## config.mk

```make
export PLATFORM = sky130hd
export DESIGN_NAME = switch_conditioner_flat
export DESIGN_NICKNAME = d
export VERILOG_FILES = /design/src/rtl/switch_conditioner_pkg.sv /design/src/rtl/switch_conditioner_if.sv /design/src/rtl/switch_conditioner_debounce_bit.sv /design/src/rtl/switch_conditioner.sv /design/src/flat_wrapper.sv
export SDC_FILE = /design/constraint.sdc
export NUM_CORES = 1
export LEC_CHECK = 0
export ABC_AREA = 0
export CAP_MARGIN = 20
export CORE_MARGIN = 2
export CORE_UTILIZATION = 60
export DETAILED_ROUTE_END_ITERATION = 16
export GPL_TIMING_DRIVEN = 0
export PLACE_DENSITY = 0.78
export SYNTH_ARGS = -nofsm -noshare
export SYNTH_HDL_FRONTEND = slang
export SYNTH_SLANG_ARGS = --single-unit
```

## constraint.sdc

```tcl
create_clock -name clk_clk -period 2.95 [get_ports clk_clk]
set_clock_uncertainty 0.2 [all_clocks]
set_input_delay 0.59 -clock clk_clk [delete_from_list [all_inputs] [get_ports clk_clk]]
set_output_delay 0.59 -clock clk_clk [all_outputs]
set_load 0.005 [all_outputs]
```

## src/rtl/switch_conditioner_pkg.sv

```systemverilog
// Shared constants and types for the switch conditioner.
// Debounce defaults for hardware (20 ms at 50 MHz) and simulation.
package switch_cond_pkg;

   localparam int SW_COUNT_DEFAULT    = 4;
   localparam int DEBOUNCE_50MHZ_20MS = 1000000;
   localparam int DEBOUNCE_SIM        = 8;

   typedef enum logic [1:0] {
      EDGE_NONE = 2'd0,
      EDGE_RISE = 2'd1,
      EDGE_FALL = 2'd2
   } edge_e;

   function automatic int cnt_width(input int cycles);
      return (cycles < 2) ? 1 : $clog2(cycles);
   endfunction

endpackage

```

## src/rtl/switch_conditioner_if.sv

```systemverilog
// Switch bundle between board pins, the conditioner and the HPS PIO.
// The conditioner is the slave; the board/HPS side is the master.
interface switch_conditioner_if #(
   parameter int NUM_SW = 4
);

   logic [NUM_SW-1:0] sw_raw;
   logic [NUM_SW-1:0] evt_clr;
   logic [NUM_SW-1:0] sw_stable;
   logic [NUM_SW-1:0] sw_rise;
   logic [NUM_SW-1:0] sw_fall;
   logic              sw_changed;
   logic [NUM_SW-1:0] evt_sticky;

   modport master (
      output sw_raw,
      output evt_clr,
      input  sw_stable,
      input  sw_rise,
      input  sw_fall,
      input  sw_changed,
      input  evt_sticky
   );

   modport slave (
      input  sw_raw,
      input  evt_clr,
      output sw_stable,
      output sw_rise,
      output sw_fall,
      output sw_changed,
      output evt_sticky
   );

endinterface

```

## src/rtl/switch_conditioner_debounce_bit.sv

```systemverilog
// One switch bit: 2-flop synchronizer, hold counter, stable level
// and registered rise/fall pulses. Polarity is applied by the parent.
module debounce_bit
   import switch_cond_pkg::*;
#(
   parameter int DEBOUNCE_CYCLES = DEBOUNCE_SIM,
   parameter int CNT_W           = cnt_width(DEBOUNCE_CYCLES)
) (
   input  logic clk,
   input  logic rst_n,
   input  logic i_raw,
   output logic o_sync,
   input  logic i_syn,
   output logic o_stable,
   output logic o_rise,
   output logic o_fall,
   output logic o_rise_nxt,
   output logic o_fall_nxt
);

   localparam logic [CNT_W-1:0] CNT_LAST = CNT_W'(DEBOUNCE_CYCLES - 1);

   logic             r_s1;
   logic             r_s2;
   logic [CNT_W-1:0] r_cnt;
   logic             r_stable;
   logic             r_rise;
   logic             r_fall;

   logic [CNT_W-1:0] w_cnt_nxt;
   logic             w_stable_nxt;
   edge_e            w_edge;
   logic             w_rise_nxt;
   logic             w_fall_nxt;

   always_ff @(posedge clk or negedge rst_n) begin
      if (!rst_n) begin
         r_s1 <= 1'b0;
         r_s2 <= 1'b0;
      end else begin
         r_s1 <= i_raw;
         r_s2 <= r_s1;
      end
   end

   // Any agreement with the stable level discards the partial count.
   always_comb begin
      w_cnt_nxt    = '0;
      w_stable_nxt = r_stable;
      w_edge       = EDGE_NONE;
      if (i_syn != r_stable) begin
         if (r_cnt == CNT_LAST) begin
            w_stable_nxt = i_syn;
            w_edge       = i_syn ? EDGE_RISE : EDGE_FALL;
         end else begin
            w_cnt_nxt = r_cnt + 1'b1;
         end
      end
   end

   always_comb begin
      w_rise_nxt = 1'b0;
      w_fall_nxt = 1'b0;
      unique case (w_edge)
         EDGE_RISE: w_rise_nxt = 1'b1;
         EDGE_FALL: w_fall_nxt = 1'b1;
         default:   ;
      endcase
   end

   always_ff @(posedge clk or negedge rst_n) begin
      if (!rst_n) begin
         r_cnt    <= '0;
         r_stable <= 1'b0;
         r_rise   <= 1'b0;
         r_fall   <= 1'b0;
      end else begin
         r_cnt    <= w_cnt_nxt;
         r_stable <= w_stable_nxt;
         r_rise   <= w_rise_nxt;
         r_fall   <= w_fall_nxt;
      end
   end

   assign o_sync     = r_s2;
   assign o_stable   = r_stable;
   assign o_rise     = r_rise;
   assign o_fall     = r_fall;
   assign o_rise_nxt = w_rise_nxt;
   assign o_fall_nxt = w_fall_nxt;

endmodule

```

## src/rtl/switch_conditioner.sv

```systemverilog
// Slide-switch conditioner in front of the switch PIO: per-bit debounce,
// edge pulses, a combined change flag and HPS-clearable sticky events.
module switch_conditioner
   import switch_cond_pkg::*;
#(
   parameter  int NUM_SW          = SW_COUNT_DEFAULT,
   parameter  int DEBOUNCE_CYCLES = DEBOUNCE_50MHZ_20MS,
   parameter  int INVERT_IN       = 0,
   localparam int CNT_W           = cnt_width(DEBOUNCE_CYCLES)
) (
   input  logic                 clk_clk,
   input  logic                 reset_reset_n,
   switch_conditioner_if.slave  sw_if
);

   logic [NUM_SW-1:0] w_sync;
   logic [NUM_SW-1:0] w_syn;
   logic [NUM_SW-1:0] w_stable;
   logic [NUM_SW-1:0] w_rise;
   logic [NUM_SW-1:0] w_fall;
   logic [NUM_SW-1:0] w_rise_nxt;
   logic [NUM_SW-1:0] w_fall_nxt;

   logic              r_changed;
   logic [NUM_SW-1:0] r_sticky;

   assign w_syn = (INVERT_IN != 0) ? ~w_sync : w_sync;

   for (genvar g = 0; g < NUM_SW; g++) begin : g_bit
      debounce_bit #(
         .DEBOUNCE_CYCLES (DEBOUNCE_CYCLES),
         .CNT_W           (CNT_W)
      ) u_db (
         .clk        (clk_clk),
         .rst_n      (reset_reset_n),
         .i_raw      (sw_if.sw_raw[g]),
         .o_sync     (w_sync[g]),
         .i_syn      (w_syn[g]),
         .o_stable   (w_stable[g]),
         .o_rise     (w_rise[g]),
         .o_fall     (w_fall[g]),
         .o_rise_nxt (w_rise_nxt[g]),
         .o_fall_nxt (w_fall_nxt[g])
      );
   end

   // Sticky latches the visible pulse, so a clear during the pulse loses.
   always_ff @(posedge clk_clk or negedge reset_reset_n) begin
      if (!reset_reset_n) begin
         r_changed <= 1'b0;
         r_sticky  <= '0;
      end else begin
         r_changed <= |(w_rise_nxt | w_fall_nxt);
         r_sticky  <= w_rise | w_fall | (r_sticky & ~sw_if.evt_clr);
      end
   end

   assign sw_if.sw_stable  = w_stable;
   assign sw_if.sw_rise    = w_rise;
   assign sw_if.sw_fall    = w_fall;
   assign sw_if.sw_changed = r_changed;
   assign sw_if.evt_sticky = r_sticky;

endmodule

```

## src/flat_wrapper.sv

```systemverilog
// flat-port wrapper written by rule: the top's interface ports become plain ports
module switch_conditioner_flat import switch_cond_pkg::*;
#(
   parameter  int NUM_SW          = SW_COUNT_DEFAULT,
   parameter  int DEBOUNCE_CYCLES = DEBOUNCE_50MHZ_20MS,
   parameter  int INVERT_IN       = 0,
   localparam int CNT_W           = cnt_width(DEBOUNCE_CYCLES)
)
  (clk_clk, reset_reset_n, sw_if_sw_raw, sw_if_evt_clr, sw_if_sw_stable, sw_if_sw_rise, sw_if_sw_fall, sw_if_sw_changed, sw_if_evt_sticky);
  switch_conditioner_if #(.NUM_SW(NUM_SW)) sw_if_i ();
  input  logic clk_clk;
  input  logic reset_reset_n;
  input wire logic [$bits(sw_if_i.sw_raw)-1:0] sw_if_sw_raw;
  input wire logic [$bits(sw_if_i.evt_clr)-1:0] sw_if_evt_clr;
  output wire logic [$bits(sw_if_i.sw_stable)-1:0] sw_if_sw_stable;
  output wire logic [$bits(sw_if_i.sw_rise)-1:0] sw_if_sw_rise;
  output wire logic [$bits(sw_if_i.sw_fall)-1:0] sw_if_sw_fall;
  output wire logic [$bits(sw_if_i.sw_changed)-1:0] sw_if_sw_changed;
  output wire logic [$bits(sw_if_i.evt_sticky)-1:0] sw_if_evt_sticky;
  assign sw_if_i.sw_raw = sw_if_sw_raw;
  assign sw_if_i.evt_clr = sw_if_evt_clr;
  assign sw_if_sw_stable = sw_if_i.sw_stable;
  assign sw_if_sw_rise = sw_if_i.sw_rise;
  assign sw_if_sw_fall = sw_if_i.sw_fall;
  assign sw_if_sw_changed = sw_if_i.sw_changed;
  assign sw_if_evt_sticky = sw_if_i.evt_sticky;
  switch_conditioner #(.NUM_SW(NUM_SW), .DEBOUNCE_CYCLES(DEBOUNCE_CYCLES), .INVERT_IN(INVERT_IN)) u_core (.clk_clk(clk_clk), .reset_reset_n(reset_reset_n), .sw_if(sw_if_i));
endmodule
```

==> results by stage, run 1 <==
Route:
- The routed wire length is 9.28 mm.
- Wire segments on met3 add up to 345 um in the final route.
- The total length of routed met2 wires is 4.50 mm.
- The first routing iteration left 123 violations.
- Signal routing reaches up to met4.
- The DRC violation count after routing is 0.
- In the final routed layout, each cell accounts on average for 14.3 um.
- The count of nets left with antenna violations after detail routing is 0.
- In the final routing, the length of wire on met1 measures 4.29 mm.
- Dividing the detail-routed via count by the number of cells gives 5.78.
- The routed via count is 3748.
- The first detailed-routing pass ran for 4 iterations.

Logic synthesis:
- The cell count after synthesis is 501.
- In this run the cell area of the synthesized design comes to 5120 um2.
- The number of distinct library cells after synthesis is 39.
- Of the synthesized area, sequential elements account for 0.513.
- Synthesis produced a netlist with a net count of 523.
- The average footprint of a synthesized cell is 10.2 um2.
- In this run, synthesis produced a sequential element count of 105.
- For this run, the number of Yosys warnings is 0.

Layout:
- The count of filler cells inserted in the layout is 627.
- For this run, the share of the core covered by cells in the final layout is 0.696.
- The layout-stage area growth over the synthesis result is 12.2%.
- After the last flow step, the layout net total stands at 561.
- In the final layout, the share of cells above drive strength 1 is 0.0790.
- The antenna cell count is 0.

Worst setup path:
- The nature of the critical path endpoint is a flip-flop.
- By startpoint and endpoint, the worst setup path is classified as reg -> reg.
- The worst setup path is launched from a flip-flop.
- The data required time of the worst path is 2.99 ns.
- Setup slack on the worst reg-to-reg path comes out at 0.37 ns.
- The peak fanout along the critical path is 6.
- The slowest stage of the critical path belongs to the cell sky130_fd_sc_hd__nor3_1.
- Walking the worst path, the cells encountered are ha_1 > and3_1 > clkbuf_1 > nand3_1 > nor3_1 > nand3b_1 > ha_1 > nand4_1.
- The highest cell delay on the worst timing path is 0.46 ns.
- At the worst endpoint, the arrival time is 2.62 ns.
- The number of buffers and inverters on the critical path is 1.
- The cell family contributing the most delay on the critical path is simple AND/OR/NAND/NOR gates.
- The most numerous cell type found on the critical path is sky130_fd_sc_hd__ha_1.

Clock network:
- After clock tree synthesis, the clock-pin slew on the worst setup and hold paths is 0.10 ns.
- Clock tree synthesis selected as its root buffer the cell sky130_fd_sc_hd__clkbuf_8.
- No sink is reached through more buffers than the 2 on the longest clock path.
- The later-pin clock latency in the skew report is 0.37 ns.
- The total CTS buffers is 9.
- The hold buffer count at CTS is 0.
- The post-cts repair resize count is 0.
- The CTS sink count is 105.
- The H-tree generated during clock tree synthesis spans 3 levels.
- TritonCTS built the clock tree.
- The count of buffers added by post-CTS timing repair for setup is 0.

Timing:
- Counting I/O delays and the setup requirement, the final critical path takes 2.58 ns.
- The number of endpoints with negative hold slack in the final report is 0.
- The final max-slew violation count is 0.
- After routing, the total negative slack on setup checks comes to 0 ns.
- Setup violations remaining at the end of the flow were counted as 0.
- Setup repair after global routing left no endpoint under its margin.
- The ratio of final minimum period to clock period is 0.875.
- The worst slack on hold paths is 0.0748 ns.
- The maximum frequency from static timing analysis is 387 MHz.
- The worst slew slack as a fraction of its limit is 0.504.
- At the pin with the least slew margin, the transition time is 0.744 ns.

Place:
- The routability congestion estimate is 0.837.
- The detailed placement HPWL is 6.45 mm.
- The number of port buffers is 26.

Power and ir drop:
- The power density of the placed cells is 439 nW/um2.
- The largest vdd supply drop is 297 uV.
- The leakage power is 2.36 nW.

Run status:
- The run finished with clean final reports.

Floorplan:
- The number of rows in the core area is 33.
- The die is 96.4 um wide.
- The vertical extent of the die is 96.4 um.
- For this configuration, the core starts out at a cell density of 0.620.
- The core region is 8260 um2.
- 27 I/O pins were placed.
- The die covers 9280 um2.

Global routing:
- The total global routing overflow is 0.
- The first global-routing pass estimated 15.9 mm of wire.
- The initial antenna violation count is 0.
- The total global routing track utilization is 0.220.
- Entering global routing, the biggest net connects 60 pins.
- The number of global-route vias before repair came to 3555.

Flow run:
- The number of max-cap violations is 0.

Hold path:
- The type of the worst min-delay path is in -> async.
==> final timing paths <==
check                           depth (start not counted)                                  endpoint                               startpoint
worst max-delay path                                    8         u_core.sw_if.sw_changed$_DFF_PN0_  u_core.g_bit[2].u_db.r_cnt[0]$_DFF_PN0_
worst min-delay path                                    1  u_core.g_bit[3].u_db.r_cnt[17]$_DFF_PN0_                            reset_reset_n
worst max register to register                          8         u_core.sw_if.sw_changed$_DFF_PN0_  u_core.g_bit[2].u_db.r_cnt[0]$_DFF_PN0_
worst min register to register                          0     u_core.g_bit[1].u_db.o_sync$_DFF_PN0_      u_core.g_bit[1].u_db.r_s1$_DFF_PN0_
max in group asynchronous                               2   u_core.g_bit[1].u_db.r_cnt[6]$_DFF_PN0_                            reset_reset_n
min in group clk_clk                                    0     u_core.g_bit[1].u_db.o_sync$_DFF_PN0_      u_core.g_bit[1].u_db.r_s1$_DFF_PN0_
==> sequential cells by signal, indices dropped and copies added, names as in the netlist <==
register,cells
u_core.g_bit.u_db.r_s1,4
u_core.sw_if.sw_changed,1
u_core.g_bit.u_db.r_cnt,80
u_core.sw_if.evt_sticky,4
u_core.g_bit.u_db.o_stable,4
u_core.g_bit.u_db.o_fall,4
u_core.g_bit.u_db.o_sync,4
u_core.g_bit.u_db.o_rise,4
==> cell usage after synthesis <==
cell type,instances,area share
sky130_fd_sc_hd__dfrtp_1,105,0.51
sky130_fd_sc_hd__nor2_1,72,0.053
sky130_fd_sc_hd__nand3_1,34,0.033
sky130_fd_sc_hd__xnor2_1,32,0.055
sky130_fd_sc_hd__xor2_1,25,0.043
sky130_fd_sc_hd__nand2_1,22,0.016
sky130_fd_sc_hd__nand4_1,18,0.022
sky130_fd_sc_hd__a21oi_1,16,0.016
sky130_fd_sc_hd__inv_1,15,0.011
sky130_fd_sc_hd__o21ai_0,15,0.015
sky130_fd_sc_hd__clkbuf_1,13,0.0095
sky130_fd_sc_hd__nor3_1,13,0.013
sky130_fd_sc_hd__buf_4,12,0.018
sky130_fd_sc_hd__ha_1,12,0.029
sky130_fd_sc_hd__nor4_1,12,0.015
sky130_fd_sc_hd__and3_1,10,0.012
sky130_fd_sc_hd__nand3b_1,8,0.012
sky130_fd_sc_hd__o31ai_1,8,0.012
sky130_fd_sc_hd__or3_1,8,0.0098
sky130_fd_sc_hd__and3b_1,7,0.012
sky130_fd_sc_hd__nor4b_1,6,0.010
sky130_fd_sc_hd__and4_1,5,0.0086
sky130_fd_sc_hd__or4_1,5,0.0073
sky130_fd_sc_hd__mux2_2,4,0.0088
sky130_fd_sc_hd__nand4b_1,3,0.0051
sky130_fd_sc_hd__nand4bb_1,3,0.0066
sky130_fd_sc_hd__a31o_2,2,0.0034
sky130_fd_sc_hd__and2_1,2,0.0024
sky130_fd_sc_hd__mux2i_1,2,0.0039
sky130_fd_sc_hd__nand4_2,2,0.0049
sky130_fd_sc_hd__nor4_2,2,0.0049
sky130_fd_sc_hd__a21oi_2,1,0.0017
sky130_fd_sc_hd__and4_2,1,0.0020
sky130_fd_sc_hd__buf_2,1,0.00098
sky130_fd_sc_hd__nand2_8,1,0.0039
sky130_fd_sc_hd__o21ai_1,1,0.00098
sky130_fd_sc_hd__o41ai_1,1,0.0017
sky130_fd_sc_hd__or4b_1,1,0.0020
sky130_fd_sc_hd__or4b_4,1,0.0027
==> power by group <==
group	total (W)	internal, W	switching [W]
logic	0.0000895	0.0000310	0.0000585
registers	0.00148	0.00146	0.0000197
clock network	0.000953	0.000479	0.000473
==> cell families (layout without fill, tap and decap cells) <==
| kind of cell | Yosys count | count (layout) | synth area share |
|---|---|---|---|
| AOI/OAI and AO/OA | 44 | 44 | 0.0499 |
| xor gates and xnor gates | 57 | 57 | 0.0976 |
| adders and majority gates | 12 | 12 | 0.0293 |
| buffers and inverters | 41 | 84 | 0.0391 |
| DFF | 105 | 105 | 0.513 |
| muxes | 6 | 6 | 0.0127 |
| and+or+nand+nor | 236 | 236 | 0.258 |
==> through the flow <==
stage | cell area (um2) | power [W] | instances | worst slack (ns)
after CTS | 5740 | 0.00255 | 649 | 0.352
after detailed placement | 5530 | 0.00160 | 633 | 0.390
after global placement | 5510 | 0.00159 | 632 | -2.74
final | 5740 | 0.00252 | 649 | 0.368
after floorplan | 5120 | 0.00154 | 501 | 0.732
after global routing | 5740 | 0.00262 | 649 | 0.0930
==> layout make-up <==
class                           instances  area [um2]  area share
Sequential cell                       105        2630       0.457
Multi-Input combinational cell        355        2290       0.399
Clock inverter                          5        78.8      0.0137
Tap cell                              105         131      0.0229
Inverter                               15        56.3     0.00980
Clock buffer                           11         131      0.0229
Buffer                                 26         144      0.0250
Timing Repair Buffer                   27         285      0.0497
==> layer usage <==
metal | track usage | vias to the layer above
met3 | 0.0572 | 16
met4 | 0.0657 | 0
met1 | 0.284 | 1828
met2 | 0.367 | 68
met5 | 0 | -
li1 | - | 1836
==> layout by cell type (no fill, tap or decap), types with 2 or more instances in the layout <==
cell type / n
sky130_fd_sc_hd__nor2_1: 72
sky130_fd_sc_hd__xor2_1: 25
sky130_fd_sc_hd__o21ai_0: 15
sky130_fd_sc_hd__a31o_2: 2
sky130_fd_sc_hd__mux2i_1: 2
sky130_fd_sc_hd__nor4b_1: 6
sky130_fd_sc_hd__xnor2_1: 32
sky130_fd_sc_hd__nand4_2: 2
sky130_fd_sc_hd__and2_1: 2
sky130_fd_sc_hd__nand2_1: 22
sky130_fd_sc_hd__and3_1: 10
sky130_fd_sc_hd__nor4_1: 12
sky130_fd_sc_hd__nor4_2: 2
sky130_fd_sc_hd__nor3_1: 13
sky130_fd_sc_hd__mux2_2: 4
sky130_fd_sc_hd__inv_1: 15
sky130_fd_sc_hd__a21oi_1: 16
sky130_fd_sc_hd__clkbuf_1: 15
sky130_fd_sc_hd__nand4bb_1: 3
sky130_fd_sc_hd__buf_4: 13
sky130_fd_sc_hd__nand4b_1: 3
sky130_fd_sc_hd__nand4_1: 18
sky130_fd_sc_hd__or3_1: 8
sky130_fd_sc_hd__nand3b_1: 8
sky130_fd_sc_hd__and3b_1: 7
sky130_fd_sc_hd__and4_1: 5
sky130_fd_sc_hd__ha_1: 12
sky130_fd_sc_hd__clkbuf_8: 9
sky130_fd_sc_hd__or4_1: 5
sky130_fd_sc_hd__bufinv_16: 2
sky130_fd_sc_hd__dfrtp_1: 105
sky130_fd_sc_hd__clkdlybuf4s50_1: 25
sky130_fd_sc_hd__o31ai_1: 8
sky130_fd_sc_hd__clkinv_2: 2
sky130_fd_sc_hd__nand3_1: 34
Note: power is estimated with default switching activity, not from simulation.
==> run 2: changes to the inputs <==
CORE_UTILIZATION = 30   (was 60)
PLACE_DENSITY = 0.44   (was 0.78)
SLEW_MARGIN = 20   (was not set)
==> run 2 against run 1 <==
Effect of this change: the flow now finishes with violations (negative hold slack); routed wire length rose by 9.5%; non-clock buffer count did not move; via count fell by 2.5%; total power rose by 11%; critical path depth did not move; core utilization fell by 34 points; sequential power barely moved; worst setup slack got worse by 0.063 ns; final cell count rose by 18%; critical path type unchanged; highest routed layer unchanged.
==> results by stage, run 2 (same netlist as run 1, synthesis figures left out) <==
Route:
- The DRC violation count after routing came to 0 (unchanged).
- The per-cell via count in the routed design is 4.79 (-17%).
- The routed wire length is 10.2 mm (+9.5%).
- The routed via count is 3654 (-2.5%).
- The count of nets left with antenna violations after detail routing is 0 (unchanged).
- The first-pass iteration count of the detailed router is 4 (unchanged).
- The routed wire length per instance came to 13.3 um (-6.8%).
- The number of design-rule violations left by the first detailed-router iteration is 252 (+100%).

Clock network:
- The hold buffer count at CTS is 0 (unchanged).
- The cell at the root of the clock tree is sky130_fd_sc_hd__clkbuf_16.
- The post-cts repair resize count came to 0 (unchanged).
- TritonCTS built the clock tree.
- The count of buffers added by post-CTS timing repair for setup is 0 (unchanged).
- The maximum buffer depth of the clock tree is 2 (unchanged).
- The later-pin clock latency in the skew report is 0.35 ns (-0.02 ns).
- The CTS sink count is 105 (unchanged).
- The total CTS buffers is 9 (unchanged).
- The level count of the clock H-tree is 3 (unchanged).
- The clock-pin slew on the worst setup and hold paths came to 0.07 ns (-0.03 ns).

Power and ir drop:
- The leakage power came to 2.41 nW (+1.8%).
- The power density of the placed cells is 466 nW/um2 (+6.2%).
- The overall power of the completed layout is 0.00278 W (+11%).
- The largest vdd supply drop is 264 uV (-11%).

Floorplan:
- The initial standard-cell utilization of the core is 0.307 (-0.312).
- The floorplan core area is 16600 um2 (+100%).
- The boundary pin count is 27 (unchanged).
- The die area is 18100 um2 (+95%).
- The number of rows in the core area is 47 (+42%).
- The vertical extent of the die was 135 um (+40%).
- The die width is 135 um (+40%).

Worst setup path:
- The peak fanout along the critical path is 6 (unchanged).
- The critical path goes through ha_1 > and3_1 > clkbuf_1 > nand3_1 > nor3_1 > nand3b_1 > ha_1 > nand4_1.
- The nature of the critical path endpoint is a flip-flop.
- On the critical path, the stage with the largest delay is an instance of sky130_fd_sc_hd__nor3_1.
- The worst setup path is launched from a flip-flop.
- The most numerous cell type found on the critical path is sky130_fd_sc_hd__ha_1.
- The number of cell instances on the worst register-to-register path is 8 (unchanged).
- The critical setup path kind is reg -> reg.
- The highest cell delay on the worst timing path is 0.47 ns (about the same).
- In this run the critical register-to-register path is launched from u_core.g_bit[2].u_db.r_cnt[0]$_DFF_PN0_.
- The first element of the critical path is u_core.g_bit[2].u_db.r_cnt[0]$_DFF_PN0_.
- The worst register-to-register path ends at u_core.sw_if.sw_changed$_DFF_PN0_.
- The data required time of the worst path is 2.98 ns (about the same).
- The reg2reg setup slack is 0.31 ns (-0.06 ns).
- The data arrival time of the critical path came to 2.67 ns (+0.05 ns).

Layout:
- The number of flip-flops under the largest register name was 80 (unchanged).
- The most frequent standard cell in the layout excluding fill and tap cells is sky130_fd_sc_hd__dfrtp_1.
- More flip-flops sit in one register than any other, and that register is u_core.g_bit.u_db.r_cnt.
- The layout-stage area growth over the synthesis result is 16.8%.
- The count of filler cells inserted in the layout is 1655 (+160%).
- The total area of sequential cells was 2630 um2 (unchanged).
- The footprint of the multi-input gates is 2290 um2 (unchanged).
- The top cell types in the final layout, fill and taps aside, are sky130_fd_sc_hd__dfrtp_1, sky130_fd_sc_hd__nor2_1, sky130_fd_sc_hd__nand3_1, sky130_fd_sc_hd__xnor2_1.
- The share of final-layout standard cells stronger than drive strength 1 came to 0.0792 (+0.000146).
- The number of nets in the layout is 561 (unchanged).
- The antenna cell count is 0 (unchanged).

Global routing:
- The total global routing overflow is 0 (unchanged).
- The initial antenna violation count came to 0 (unchanged).
- The number of global-route vias before repair is 3624 (+1.9%).
- The global-route wire length before repair is 17.8 mm (+12%).
- The maximum number of pins on one net before global-route repair is 56 (-6.7%).
- The total global routing track utilization was 0.125 (-0.0956).

Place:
- The setup slack at placement is 0.262 ns (-0.128 ns).
- The number of port buffers came to 26 (unchanged).
- The detailed placement HPWL came to 7.04 mm (+9.1%).
- The routability congestion estimate came to 0.759 (-9.3%).

Timing:
- The time the final worst path needs with I/O delays and setup is 2.64 ns (+0.0628 ns).
- The transition time at the pin with the least slew margin is 0.632 ns (-0.112 ns).
- The final number of setup-violating endpoints was 0 (unchanged).
- Setup repair after global routing left no endpoint under its margin.
- The ratio of final minimum period to clock period came to 0.896 (+0.0213).
- The worst slew slack as a fraction of its limit is 0.576 (+0.0718).
- The setup slack after layout is 0.306 ns (-0.0628 ns).
- The worst slack on hold paths came to -0.0184 ns (-0.0932 ns).
- The final max-slew violation count came to 0 (unchanged).
- The number of endpoints with negative hold slack in the final report came to 8 (+8).
- The maximum frequency from static timing analysis is 378 MHz (-2.4%).

Run status:
- The run finished, with violations left.
- The final reports fail on negative hold slack.

Hold path:
- The type of the worst min-delay path is in -> async.

Flow run:
- The number of max-cap violations was 0 (unchanged).
## run 2: changes by cell type in the layout (fill, tap and decap cells not counted), sizes merged
cell and delta:
bufinv -1, clkbuf +1, inv -1
## run 2: how the worst max path moves through the flow
stage | endpoint | slack, ns | cells after the start
detailed placement | u_core.sw_if.sw_changed$_DFF_PN0_ | 0.26 | 8
global placement | u_core.g_bit[0].u_db.r_cnt[16]$_DFF_PN0_ | -3.20 | 1
floorplan | u_core.sw_if.sw_changed$_DFF_PN0_ | 0.73 | 8
global route | u_core.sw_if.sw_changed$_DFF_PN0_ | 0.009 | 8
CTS | u_core.sw_if.sw_changed$_DFF_PN0_ | 0.25 | 8
finish | u_core.sw_if.sw_changed$_DFF_PN0_ | 0.31 | 8
## run 2: cell type report
class	count	area share
plain buffers	26	0.0241
clock buffers	12	0.0429
clock inverters	3	0.00670
inverters	15	0.00942
multi-input cells	355	0.383
flip-flops and latches	105	0.440
well taps	220	0.0460
repair buffers	27	0.0483
## run 2: power by group
| group | switching [W] | internal (W) | total, W |
|---|---|---|---|
| combinational | 0.0000600 | 0.0000316 | 0.0000916 |
| sequential | 0.0000192 | 0.00146 | 0.00148 |
| clock | 0.000519 | 0.000698 | 0.00122 |
| total | 0.000598 | 0.00219 | 0.00278 |
## run 2: stage by stage
stage / util / std cells / hold slack, ns / area [um2] / setup TNS (ns)
after floorplan: - / 501 / 0.0944 / 5120 / 0
after global placement: 0.340 / 747 / 0.135 / 5650 / -335.07
after detailed placement: 0.341 / 748 / 0.137 / 5680 / 0
after CTS: 0.359 / 763 / 0.00416 / 5980 / 0
after global routing: 0.359 / 763 / 0.0248 / 5980 / 0
final: 0.359 / 763 / -0.0184 / 5980 / 0
## run 2: routing by layer
metal / vias up / track usage / routed length [um] / part of all wire
li1: 1825 / - / - / -
met1: 1762 / 0.163 / 4850 / 0.48
met2: 58 / 0.199 / 4780 / 0.47
met3: 9 / 0.0394 / 402 / 0.040
met4: 0 / 0.0374 / 137 / 0.013
met5: - / 0 / 0 / 0
## run 2: critical path: cells and delay by family, from the launching register on
| family | cells | cell delay [ns] |
|---|---|---|
| fa+ha+maj | 2 | 0.57 |
| simple gates | 5 | 1.06 |
| buf+inv | 1 | 0.29 |
| flops | 1 | 0.41 |
==> run 3: changes to the inputs <==
SLEW_MARGIN = 10   (was 20)
==> results of run 3 <==
Final layout, timing and power as in run 2 (identical DEF).
